**src/rtl/apb_req_arbiter_pkg.sv**
```systemverilog
// Shared types and constants for the APB request arbiter.
// The FSM state enum, the READ_WRITE encoding and the default watchdog limit.
package apb_arb_pkg;

  typedef enum logic [1:0] {
    IDLE,
    SETUP,
    WAIT,
    RESP
  } arb_state_t;

  localparam logic RW_READ  = 1'b1;
  localparam logic RW_WRITE = 1'b0;

  localparam int unsigned DEFAULT_TIMEOUT = 16;

endpackage

```
**src/rtl/apb_req_arbiter_if.sv**
```systemverilog
// Command interface between the request arbiter (master) and the APB master bridge (slave).
interface apb_req_arbiter_if #(
  parameter int unsigned ADDR_W = 32,
  parameter int unsigned DATA_W = 32
);

  logic              transfer;
  logic              READ_WRITE;
  logic              PSEL;
  logic [ADDR_W-1:0] apb_write_paddr;
  logic [ADDR_W-1:0] apb_read_paddr;
  logic [DATA_W-1:0] apb_write_data;
  logic              bridge_done;
  logic [DATA_W-1:0] bridge_rdata;

  modport master (
    output transfer,
    output READ_WRITE,
    output PSEL,
    output apb_write_paddr,
    output apb_read_paddr,
    output apb_write_data,
    input  bridge_done,
    input  bridge_rdata
  );

  modport slave (
    input  transfer,
    input  READ_WRITE,
    input  PSEL,
    input  apb_write_paddr,
    input  apb_read_paddr,
    input  apb_write_data,
    output bridge_done,
    output bridge_rdata
  );

endinterface

```
**src/rtl/apb_req_arbiter_rr_arb2.sv**
```systemverilog
// Combinational two-way round-robin picker: on contention the requester
// that was not granted last wins.
module rr_arb2 (
  input  logic [1:0] req,
  input  logic       last_grant,
  output logic       grant,
  output logic       valid
);

  always_comb begin
    valid = |req;
    grant = 1'b0;
    case (req)
      2'b01:   grant = 1'b0;
      2'b10:   grant = 1'b1;
      2'b11:   grant = ~last_grant;
      default: grant = 1'b0;
    endcase
  end

endmodule

```
**src/rtl/apb_req_arbiter.sv**
```systemverilog
// Round-robin arbiter/sequencer serialising two requesters onto the APB bridge
// command interface, with a watchdog that aborts stalled accesses.
module apb_req_arbiter
  import apb_arb_pkg::*;
#(
  parameter int unsigned ADDR_W  = 32,
  parameter int unsigned DATA_W  = 32,
  parameter int unsigned TIMEOUT = DEFAULT_TIMEOUT
) (
  input  logic              PCLK,
  input  logic              PRESETn,
  input  logic              req0,
  input  logic              req1,
  input  logic              wr0,
  input  logic              wr1,
  input  logic [ADDR_W-1:0] addr0,
  input  logic [ADDR_W-1:0] addr1,
  input  logic [DATA_W-1:0] wdata0,
  input  logic [DATA_W-1:0] wdata1,
  output logic              ack0,
  output logic              ack1,
  output logic              err0,
  output logic              err1,
  output logic [DATA_W-1:0] rdata,
  apb_req_arbiter_if.master bus
);

  localparam int unsigned CNT_W = (TIMEOUT > 2) ? $clog2(TIMEOUT) : 1;

  arb_state_t        state, state_nxt;
  logic              last_grant;
  logic              grant_idx;
  logic              pick_idx;
  logic              pick_vld;
  logic              wr_q;
  logic [ADDR_W-1:0] addr_q;
  logic [DATA_W-1:0] wdata_q;
  logic [CNT_W-1:0]  wd_cnt;
  logic              wd_expired;

  assign wd_expired = (wd_cnt == CNT_W'(TIMEOUT - 1));

  rr_arb2 u_rr_arb2 (
    .req        ({req1, req0}),
    .last_grant (last_grant),
    .grant      (pick_idx),
    .valid      (pick_vld)
  );

  always_ff @(posedge PCLK) begin
    if (!PRESETn) state <= IDLE;
    else          state <= state_nxt;
  end

  always_comb begin
    state_nxt = state;
    case (state)
      IDLE:  if (pick_vld) state_nxt = SETUP;
      SETUP: state_nxt = WAIT;
      WAIT:  if (bus.bridge_done || wd_expired) state_nxt = RESP;
      RESP:  state_nxt = IDLE;
    endcase
  end

  always_ff @(posedge PCLK) begin
    if (!PRESETn) begin
      last_grant          <= 1'b1;
      grant_idx           <= 1'b0;
      wr_q                <= 1'b0;
      addr_q              <= '0;
      wdata_q             <= '0;
      wd_cnt              <= '0;
      ack0                <= 1'b0;
      ack1                <= 1'b0;
      err0                <= 1'b0;
      err1                <= 1'b0;
      rdata               <= '0;
      bus.transfer        <= 1'b0;
      bus.PSEL            <= 1'b0;
      bus.READ_WRITE      <= 1'b0;
      bus.apb_write_paddr <= '0;
      bus.apb_read_paddr  <= '0;
      bus.apb_write_data  <= '0;
    end else begin
      case (state)
        IDLE: begin
          if (pick_vld) begin
            grant_idx  <= pick_idx;
            last_grant <= pick_idx;
            wr_q       <= pick_idx ? wr1    : wr0;
            addr_q     <= pick_idx ? addr1  : addr0;
            wdata_q    <= pick_idx ? wdata1 : wdata0;
          end
        end
        SETUP: begin
          bus.transfer        <= 1'b1;
          bus.PSEL            <= 1'b1;
          bus.READ_WRITE      <= wr_q ? RW_WRITE : RW_READ;
          bus.apb_write_paddr <= wr_q ? addr_q  : '0;
          bus.apb_read_paddr  <= wr_q ? '0      : addr_q;
          bus.apb_write_data  <= wr_q ? wdata_q : '0;
          wd_cnt              <= '0;
        end
        WAIT: begin
          // Completion takes priority so a strobe on the final watchdog cycle still succeeds.
          if (bus.bridge_done) begin
            bus.transfer <= 1'b0;
            bus.PSEL     <= 1'b0;
            if (!wr_q) rdata <= bus.bridge_rdata;
            ack0 <= ~grant_idx;
            ack1 <= grant_idx;
            err0 <= 1'b0;
            err1 <= 1'b0;
          end else if (wd_expired) begin
            bus.transfer <= 1'b0;
            bus.PSEL     <= 1'b0;
            rdata        <= '0;
            ack0         <= ~grant_idx;
            ack1         <= grant_idx;
            err0         <= ~grant_idx;
            err1         <= grant_idx;
          end else begin
            wd_cnt <= wd_cnt + 1'b1;
          end
        end
        RESP: begin
          ack0                <= 1'b0;
          ack1                <= 1'b0;
          err0                <= 1'b0;
          err1                <= 1'b0;
          bus.READ_WRITE      <= 1'b0;
          bus.apb_write_paddr <= '0;
          bus.apb_read_paddr  <= '0;
          bus.apb_write_data  <= '0;
        end
      endcase
    end
  end

endmodule

```
**src/flat_wrapper.sv**
```systemverilog
// flat-port wrapper written by rule: the top's interface ports become plain ports
module apb_req_arbiter_flat import apb_arb_pkg::*;
#(
  parameter int unsigned ADDR_W  = 32,
  parameter int unsigned DATA_W  = 32,
  parameter int unsigned TIMEOUT = DEFAULT_TIMEOUT
)
  (PCLK, PRESETn, req0, req1, wr0, wr1, addr0, addr1, wdata0, wdata1, ack0, ack1, err0, err1, rdata, bus_transfer, bus_READ_WRITE, bus_PSEL, bus_apb_write_paddr, bus_apb_read_paddr, bus_apb_write_data, bus_bridge_done, bus_bridge_rdata);
  apb_req_arbiter_if #(.ADDR_W(ADDR_W), .DATA_W(DATA_W)) bus_i ();
  input  logic PCLK;
  input  logic PRESETn;
  input  logic req0;
  input  logic req1;
  input  logic wr0;
  input  logic wr1;
  input  logic [ADDR_W-1:0] addr0;
  input  logic [ADDR_W-1:0] addr1;
  input  logic [DATA_W-1:0] wdata0;
  input  logic [DATA_W-1:0] wdata1;
  output logic ack0;
  output logic ack1;
  output logic err0;
  output logic err1;
  output logic [DATA_W-1:0] rdata;
  output wire logic [$bits(bus_i.transfer)-1:0] bus_transfer;
  output wire logic [$bits(bus_i.READ_WRITE)-1:0] bus_READ_WRITE;
  output wire logic [$bits(bus_i.PSEL)-1:0] bus_PSEL;
  output wire logic [$bits(bus_i.apb_write_paddr)-1:0] bus_apb_write_paddr;
  output wire logic [$bits(bus_i.apb_read_paddr)-1:0] bus_apb_read_paddr;
  output wire logic [$bits(bus_i.apb_write_data)-1:0] bus_apb_write_data;
  input wire logic [$bits(bus_i.bridge_done)-1:0] bus_bridge_done;
  input wire logic [$bits(bus_i.bridge_rdata)-1:0] bus_bridge_rdata;
  assign bus_transfer = bus_i.transfer;
  assign bus_READ_WRITE = bus_i.READ_WRITE;
  assign bus_PSEL = bus_i.PSEL;
  assign bus_apb_write_paddr = bus_i.apb_write_paddr;
  assign bus_apb_read_paddr = bus_i.apb_read_paddr;
  assign bus_apb_write_data = bus_i.apb_write_data;
  assign bus_i.bridge_done = bus_bridge_done;
  assign bus_i.bridge_rdata = bus_bridge_rdata;
  apb_req_arbiter #(.ADDR_W(ADDR_W), .DATA_W(DATA_W), .TIMEOUT(TIMEOUT)) u_core (.PCLK(PCLK), .PRESETn(PRESETn), .req0(req0), .req1(req1), .wr0(wr0), .wr1(wr1), .addr0(addr0), .addr1(addr1), .wdata0(wdata0), .wdata1(wdata1), .ack0(ack0), .ack1(ack1), .err0(err0), .err1(err1), .rdata(rdata), .bus(bus_i));
endmodule
```
**config.mk**
```make
export PLATFORM = sky130hd
export DESIGN_NAME = apb_req_arbiter_flat
export DESIGN_NICKNAME = d
export VERILOG_FILES = /design/src/rtl/apb_req_arbiter_pkg.sv /design/src/rtl/apb_req_arbiter_if.sv /design/src/rtl/apb_req_arbiter_rr_arb2.sv /design/src/rtl/apb_req_arbiter.sv /design/src/flat_wrapper.sv
export SDC_FILE = /design/constraint.sdc
export NUM_CORES = 1
export LEC_CHECK = 0
export CAP_MARGIN = 20
export CORE_UTILIZATION = 29
export CTS_CLUSTER_DIAMETER = 60
export DETAILED_ROUTE_END_ITERATION = 6
export GPL_ROUTABILITY_DRIVEN = 0
export PLACE_DENSITY_LB_ADDON = 0.25
export RECOVER_POWER = 25
export SETUP_SLACK_MARGIN = 0.4
export SYNTH_ARGS = -nofsm -noshare
export SYNTH_HDL_FRONTEND = slang
export SYNTH_SLANG_ARGS = --single-unit
```
**constraint.sdc**
```tcl
create_clock -name PCLK -period 5 [get_ports PCLK]
set_input_delay 1.5 -clock PCLK [delete_from_list [all_inputs] [get_ports PCLK]]
set_output_delay 1.5 -clock PCLK [all_outputs]
set_load 0.01 [all_outputs]
```
==> metrics.md <==
| Metric | Value |
|---|---|
| Status | `finished, violations left` |
| Failing checks | `capacitance limit, slew limit` |
| Setup Skew | `0.0173 ns` |
| Placed Instances | `1,492` |
| Seq/Total Area, Yosys | `50.5%` |
| First-pass GRT wire length | `between 30,000 and 40,000 um` |
| Worst-margin pin slew | `1.86 ns` |
| ANT nets after route | `0` |
| Critical path class | `in -> reg` |
| Max cap viols | `2` |
| CTS Root Cell | `clkbuf_16` |
| Post-CTS sizing | `0` |
| Clock Path Buffers | `3` |
| Gr usage total | `16.5%` |
| Crit path DAT | `roughly 4.2 ns` |
| Unrepaired setup endpoints after global routing | `false` |
| Final core utilization | `44.1%` |
| Routed WL | `24,600 um` |
| Number of global-route vias before repair | `7,042` |
| Cell taking the most area after synthesis | `dfxtp_1` |
| Core area | `roughly 28,000 sq um` |
| Violation count after the first detailed-route iteration | `382` |
| Setup crit end | `u_core.addr_q[18]$_SDFFE_PN0P_` |
| R2r setup slk | `2.48 ns` |
| Setup WS post-layout | `1.16 ns` |
| Worst skew pair latency | `0.52 ns` |
| WL/cell | `roughly 16 um` |
| Hold_buf cts | `0` |
| Most frequent cells in the layout | `clkdlybuf4s50_1, dfxtp_1, a21oi_1, a22oi_1, nand3_1` |
| Syn. warnings | `0` |
| Ant diodes | `0` |
| CTS tree | `done` |
| Fmax | `0.260 GHz` |
| R2r endpoint | `u_core.addr_q[18]$_SDFFE_PN0P_` |
| RR Startpoint | `u_core.last_grant$_SDFFE_PN1P_` |
| Final Non-Filler Cells | `1,536` |
| Remaining DRCs | `0` |
| Worst Path Required | `5.37 ns` |
| Max Fanout on Critical Path | `55` |
| Setup_tns | `0 ns` |
| IO Pins | `302` |
| Num rows | `61` |
| Synth top area share | `50.5%` |
| Max-slew headroom | `-24.0%` |
| Synthesized area | `8200 sq um` |
| Dpl cell area | `11,400 sq um` |
| Post-route cell area | `12,300 sq um` |
| Routed vias | `about 7,400` |
| Final Slew Violations | `90` |
| Grt total ovfl | `0` |
| Die extent in x | `170 um` |
| Critical path origin | `req0` |
| Startpoint Class | `input port` |
| Die Ht | `between 150 and 200 um` |
| Clk pin slew, worst setup/hold paths | `0.06 ns` |
| Fin. Hold Viols | `0` |
| HPWL Detailed | `15,900 um` |
| Layout cells sized above 1 | `under 10%` |
| Vias per inst | `4.84` |
| Worst min path class | `reg -> reg` |
| H-tree levels | `1` |
| Synth area leaders | `dfxtp_1, a22oi_1, a21oi_1` |
| Commonest non-fill, non-tap cell in the layout | `clkdlybuf4s50_1` |
| Synthesized area per cell | `9.28 sq um` |
| P&R area growth vs syn | `49.4%` |
| Largest net degree at the start of global routing | `96` |
| Drt first pass iters | `5` |
| Die area | `29,000 sq um` |
| Period minus WS final | `3.84 ns` |
| WHS | `0.466 ns` |
| Count of different cell masters after synthesis | `41` |
| Crit end category | `register` |
| Post-CTS setup repair buffer count | `0` |
| Post-Synthesis Cells | `884` |
| TritonCTS Sinks | `207` |
| #FFs+latches synth | `207` |
| Placement Setup Slack | `1.58 ns` |
| R2r worst-path depth | `4` |
| CTS Buf Count | `26` |
| Fillcell total | `2,729` |
| Port-buffer cells | `301` |
| Starting Density | `29.5%` |
| Tot Pwr | `5.69 mW` |
| PD cells | `464 nW/um^2` |
| Peak supply drop | `0.187 mV` |
| Leakage | `4.30 nW` |
| Initial antenna violation count | `0` |
| Period utilisation layout | `76.8%` |
| Final setup fails | `0` |
| Final nets | `1,316` |
| Syn_nets | `1,057` |
## power by group
group | leakage (nW) | switching [mW] | internal, mW
Clock | 0.417 | 0.714 | 1.11
Sequential | 1.69 | 0.203 | 1.96
Combinational | 2.19 | 0.953 | 0.744
Total | 4.30 | 1.87 | 3.82
## worst min-delay path by stage
stage / startpoint / to / cells after the start
global route: u_core.wdata_q[9]$_SDFFE_PN0P_ / u_core.bus.apb_write_data[9]$_SDFFE_PN0P_ / 2
detailed placement: u_core.wdata_q[28]$_SDFFE_PN0P_ / u_core.bus.apb_write_data[28]$_SDFFE_PN0P_ / 2
floorplan: u_core.wdata_q[10]$_SDFFE_PN0P_ / u_core.bus.apb_write_data[10]$_SDFFE_PN0P_ / 2
global placement: u_core.bus.apb_write_data[26]$_SDFFE_PN0P_ / u_core.bus.apb_write_data[26]$_SDFFE_PN0P_ / 2
finish: u_core.wdata_q[29]$_SDFFE_PN0P_ / u_core.bus.apb_write_data[29]$_SDFFE_PN0P_ / 2
CTS: u_core.wdata_q[19]$_SDFFE_PN0P_ / u_core.bus.apb_write_data[19]$_SDFFE_PN0P_ / 2
## critical path, stage by stage
cell	delay [ns]
dlygate4sd3_1	0.63
a21boi_4	0.18
clkbuf_2	1.30
mux2i_1	0.36
a21oi_1	0.12
## cells by family (layout without fill, tap and decap cells)
logic type,after synthesis,after routing,synth area share (%)
multiplexers,67,67,8.18
AO/OA/AOI/OAI,319,319,23.0
buffers and inverters,90,364,5.49
AND/OR/NAND/NOR,195,195,11.9
adder cells (fa/ha/maj),6,6,0.915
flip-flops,207,207,50.5
## sequential cells by signal, summed over array words and instances, names as in the netlist
register                    flops
u_core.ack0                     1
u_core.ack1                     1
u_core.addr_q                  32
u_core.bus.READ_WRITE           1
u_core.bus.apb_read_paddr      32
u_core.bus.apb_write_data      32
u_core.bus.apb_write_paddr     32
u_core.bus.transfer             1
u_core.err0                     1
u_core.err1                     1
u_core.grant_idx                1
u_core.last_grant               1
u_core.rdata                   32
u_core.state                    2
u_core.wd_cnt                   4
u_core.wdata_q                 32
u_core.wr_q                     1
## layer usage
metal	up-vias	part of all wire, %	global-route usage (%)
li1	3706	-	-
met1	3437	44	21.3
met2	254	45	26.6
met3	34	8.7	5.09
met4	0	2.0	4.66
met5	-	0	0
## cell usage after synthesis (all sizes together)
library cell and instances:
inv 4, clkbuf 46, and2 1, a21oi 139, or3 2, clkinv 1, nand4b 1, nand3b 1
nand2b 38, buf 39, nand3 72, and3 3, or3b 1, mux2i 67, and3b 2, nand2 5
o221a 1, nand4 1, o22ai 2, a22oi 96, a31oi 2, a211oi 2, a21boi 2, nor3b 2
a211o 1, a31o 1, nor2 66, a21bo 1, ha 6, o21ai 69, o21a 1, o211a 2
dfxtp 207
## area by class of cell
class,count,area [sq um],share of cell area (%)
clock inverters,8,82.6,0.674
inverters,5,20.0,0.163
clock buffers,35,756,6.17
multi-input cells,587,3630,29.7
well taps,378,473,3.86
flip-flops and latches,207,4150,33.8
repair buffers,316,3140,25.6
(Power assumes the default switching activity.)
